**src/rtl/sequence_generator.sv**
```systemverilog
// Serial frame transmitter: sync pattern, payload MSB-first, then a fixed idle gap.
// One frame per payload word accepted over a valid/ready handshake.
module sequence_generator #(
    parameter int                  SYNC_LEN     = 6,
    parameter logic [SYNC_LEN-1:0] SYNC_PATTERN = 6'b110101,
    parameter int                  DATA_W       = 8,
    parameter int                  GAP_CYCLES   = 2,
    parameter logic                IDLE_BIT     = 1'b0
) (
    input  logic              clk,
    input  logic              rst,
    input  logic [DATA_W-1:0] payload_in,
    input  logic              payload_valid,
    output logic              payload_ready,
    output logic              data_out,
    output logic              sync_active,
    output logic              frame_active,
    output logic              frame_done
);

    localparam int FRAME_W = SYNC_LEN + DATA_W;
    localparam int MAX_SD  = (SYNC_LEN > DATA_W) ? SYNC_LEN : DATA_W;
    localparam int MAX_CNT = (MAX_SD > GAP_CYCLES) ? MAX_SD : GAP_CYCLES;
    localparam int CNT_W   = $clog2(MAX_CNT + 1);

    localparam logic [CNT_W-1:0] SYNC_LAST = CNT_W'(SYNC_LEN - 1);
    localparam logic [CNT_W-1:0] DATA_LAST = CNT_W'(DATA_W - 1);
    localparam logic [CNT_W-1:0] GAP_LAST  = CNT_W'(GAP_CYCLES - 1);

    typedef enum logic [1:0] {IDLE, SYNC, DATA, GAP} state_t;

    state_t             state, state_n;
    logic [CNT_W-1:0]   cnt, cnt_n;
    logic [FRAME_W-1:0] sr, sr_n;
    logic               data_n, sync_n, frame_n, done_n;

    assign payload_ready = (state == IDLE) && !rst;

    always_ff @(posedge clk) begin
        if (rst) begin
            state        <= IDLE;
            cnt          <= '0;
            sr           <= '0;
            data_out     <= IDLE_BIT;
            sync_active  <= 1'b0;
            frame_active <= 1'b0;
            frame_done   <= 1'b0;
        end else begin
            state        <= state_n;
            cnt          <= cnt_n;
            sr           <= sr_n;
            data_out     <= data_n;
            sync_active  <= sync_n;
            frame_active <= frame_n;
            frame_done   <= done_n;
        end
    end

    always_comb begin
        state_n = state;
        cnt_n   = cnt;
        sr_n    = sr;
        data_n  = IDLE_BIT;
        done_n  = 1'b0;
        case (state)
            IDLE: begin
                if (payload_valid) begin
                    state_n = SYNC;
                    cnt_n   = '0;
                    sr_n    = {SYNC_PATTERN, payload_in};
                end
            end
            SYNC: begin
                cnt_n = cnt + CNT_W'(1);
                if (cnt == SYNC_LAST) begin
                    state_n = DATA;
                    cnt_n   = '0;
                end
            end
            DATA: begin
                cnt_n = cnt + CNT_W'(1);
                if (cnt == DATA_LAST) begin
                    done_n  = 1'b1;
                    cnt_n   = '0;
                    state_n = (GAP_CYCLES == 0) ? IDLE : GAP;
                end
            end
            GAP: begin
                cnt_n = cnt + CNT_W'(1);
                if (cnt == GAP_LAST) begin
                    state_n = IDLE;
                    cnt_n   = '0;
                end
            end
            default: state_n = IDLE;
        endcase
        // Sync and payload share one shift register; its MSB is the next bit on the wire.
        if (state_n == SYNC || state_n == DATA) begin
            data_n = sr_n[FRAME_W-1];
            sr_n   = {sr_n[FRAME_W-2:0], 1'b0};
        end
        sync_n  = (state_n == SYNC);
        frame_n = (state_n == SYNC) || (state_n == DATA);
    end

endmodule

```
**config.mk**
```make
export PLATFORM = sky130hd
export DESIGN_NAME = sequence_generator
export DESIGN_NICKNAME = d
export VERILOG_FILES = /design/src/rtl/sequence_generator.sv
export SDC_FILE = /design/constraint.sdc
export NUM_CORES = 1
export LEC_CHECK = 0
export ABC_AREA = 1
export BUFFER_PORTS_ARGS = -buffer_cell sky130_fd_sc_hd__buf_4
export CAP_MARGIN = 15
export CORE_MARGIN = 4
export CORE_UTILIZATION = 57
export CTS_CLUSTER_SIZE = 16
export DETAILED_ROUTE_END_ITERATION = 10
export PLACE_DENSITY = 0.74
export SYNTH_ARGS = -nofsm -noshare
export SYNTH_HDL_FRONTEND = slang
export SYNTH_SLANG_ARGS = --single-unit
```
**constraint.sdc**
```tcl
create_clock -name clk -period 2.1 [get_ports clk]
set_input_delay 0.42 -clock clk [delete_from_list [all_inputs] [get_ports clk]]
set_output_delay 0.42 -clock clk [all_outputs]
set_load 0.05 [all_outputs]
```
==> results.json <==
{
  "crit_path_max_fanout": 27,
  "avgSynthCellArea_um2": 7.71,
  "clk_latency_ns": 0.32,
  "min_to": "sr[0]",
  "post_cts_buffers": 0,
  "min_path_type": "primary input to register",
  "clock_path_buffers": 2,
  "vias_per_cell": 5.09,
  "layout_worst_path_cycle_share_pct": 89.3,
  "r2r-end": "sr[7]",
  "synth_edf_count": 0,
  "antennaDiodeCount": 0,
  "nNetsFinal": 208,
  "finalSetupViolCount": 0,
  "crit_arrival_ns": 2.14,
  "ys.warnings.count": 0,
  "rows": 17,
  "hold_path.startpoint": "rst",
  "globalplace.congestion": 0.753,
  "die_y_um": 57.5,
  "ios": 16,
  "drive_above_1_share_pct": 32.1,
  "drt_iter0_markers": 27,
  "netlist_area_um2": 1400,
  "die_area_um2": 3300,
  "fin_worst_hold_slack_ns": 0.338,
  "crit_family": "simple AND/OR/NAND/NOR gates",
  "p_leak_uw": 0.000733,
  "fin_tns_setup_ns": 0,
  "multiInputGateArea_um2": 731,
  "fillers": 219,
  "h-tree-depth": 1,
  "clock-root-buffer": "clkbuf_4",
  "critPathKind": "register to register",
  "critPathLaunchType": "register",
  "dp_hpwl_mm": 1.82,
  "cap_violations": 0,
  "hold_depth": 2,
  "min_period_ns": 1.88,
  "rsz0062_at_grt": "no",
  "async_reset_ff_share_pct": 0,
  "grt.total_usage_pct": 16.8,
  "crit-reg2reg-launch": "cnt[1]",
  "critPathBufInv": 2,
  "slowest_delay_ns": 0.43,
  "worst_clock_skew_ns": 0.00485,
  "wl_per_cell_um": 11.7,
  "max_freq_mhz": 533,
  "cts.clk_slew.worst_paths_ns": 0.13,
  "worstPathRequired_ns": 2.36,
  "cts_buffers": 3,
  "cts.sinks": 24,
  "die_w_um": 57.5,
  "dpl.cell_count": 217,
  "cts_hold_buf": 0,
  "vias": 1125,
  "grt_pass1_vias": 1042,
  "netlist_top_cells_area": "dfxtp_1, a21oi_2, nand2_1, inv_1, nor2_1",
  "core_region_area_um2": 2280,
  "port_buffers": 15,
  "yosysSeqAreaShare_pct": 34.4,
  "max_slew_margin_pct": 67.4,
  "drcViolationCount": 0,
  "fin_cells": 221,
  "grt_pass1_wl_mm": 4.45,
  "maxSlewViolCount": 0,
  "syn-num-nets": 195,
  "p_per_area_nw_per_um2": 845,
  "synthCells": 181,
  "floorplan.initialDensity_pct": 61.3,
  "synth_cell_types": 29,
  "antenna_found_initial": 0,
  "endpoint_kind": "register",
  "cts_resized": 0,
  "area_growth_pct": 7.26,
  "drt_pass1_iterations": 7,
  "grt_max_degree": 28,
  "synth_top_area_share_pct": 34.4,
  "crit_chain": "inv_1 -> ha_1 -> inv_1 -> nor2_1 -> nand3_1 -> nand2_2 -> nand2_2 -> nand3_4 -> nand3_1 -> nand2_1 -> nor2_1",
  "tightest_slew_ns": 0.489,
  "grt-ovfl-total": 0,
  "wl_mm": 2.58,
  "status": "finished clean",
  "r2r_slack_ns": 0.22,
  "synth.largest_area_cell": "dfxtp_1",
  "ys.flop_type": "dfxtp_1",
  "cts_tree": "yes",
  "postRouteAntennaNets": 0,
  "finalHoldViolCount": 0,
  "cp_slowest_cell": "dfxtp_1",
  "seqCellArea_um2": 480,
  "peakVddDrop_uv": 672,
  "reg2reg_depth": 11,
  "synth_seq_cells": 24
}
-- area by class of cell --
type                    count  area share, %
well taps                  28           2.34
inverters                  25           6.27
multi-input cells         124           48.8
flip-flops and latches     24           32.1
clock buffers               4           2.42
repair buffers             16           8.03
-- cells by family (layout without fill, tap and decap cells) --
logic type               Yosys count  count (layout)  share of synthesized area, %
flip-flops                        24              24                          34.4
AO/OA/AOI/OAI                     30              30                          15.3
AND/OR/NAND/NOR                   91              91                          34.4
buffers and inverters             33              45                          13.2
adder cells (fa/ha/maj)            3               3                          2.69
-- cell usage in the layout (no fill, tap or decap) --
cell type	n
nand2_1	27
dfxtp_1	24
inv_1	23
nor2_1	21
buf_4	16
a21oi_2	13
nand3_1	11
o21ai_0	10
nor2_2	8
nand2_2	6
nand3_2	6
or2_1	3
a21oi_1	3
or2_2	3
ha_1	3
clkbuf_4	3
nand3_4	2
inv_2	2
o21ai_2	1
nor3_1	1
o21bai_2	1
a22oi_1	1
a211oi_1	1
or2_0	1
nor4_1	1
nand4_1	1
clkbuf_8	1
-- where the power goes --
part	switching, uW	internal (uW)
clock	146	106
combinational	291	172
sequential	25.0	523
total	462	802
-- stage by stage --
| stage | utilization [%] | cell area [um2] | power (uW) | worst slack, ns |
|---|---|---|---|---|
| after detailed placement | 64.2 | 1460 | 1020 | 0.295 |
| after CTS | 65.8 | 1500 | 1270 | 0.241 |
| after global routing | 65.8 | 1500 | 1350 | 0.0906 |
| after global placement | 64.2 | 1460 | 1010 | 0.367 |
| final | 65.8 | 1500 | 1260 | 0.224 |
| after floorplan | - | 1400 | 959 | 0.0184 |
-- per-layer routing --
metal  track usage [%]  vias to the layer above  routed length (um)
met2              28.1                       24                1200
met1              22.2                      501                1240
li1                  -                      596                   -
met3              2.04                        4                 100
met4              5.96                        0                  37
met5                 0                        -                   0
-- Yosys cell counts, types with 6 or more instances --
library cell and number:
a21oi_2 13, dfxtp_1 24, inv_1 23, nand2_1 27
nand2_2 6, nand3_1 11, nand3_2 6, nor2_1 21
nor2_2 8, o21ai_0 10
-- worst max path at each step --
stage,startpoint,cells after the start,slack [ns],end
finish,cnt[1],11,0.22,sr[7]
global route,cnt[1],11,0.09,sr[8]
CTS,cnt[1],11,0.24,sr[13]
detailed placement,cnt[1],11,0.29,sr[7]
global placement,cnt[0],6,0.37,sr[1]
floorplan,rst,2,0.02,payload_ready
-- flip-flops by register name, summed over array words and instances (netlist names) --
register and cells:
sr 14, cnt 4, state 2, data_out 1, frame_active 1, frame_done 1, sync_active 1
Note: power is estimated with default switching activity, not from simulation.
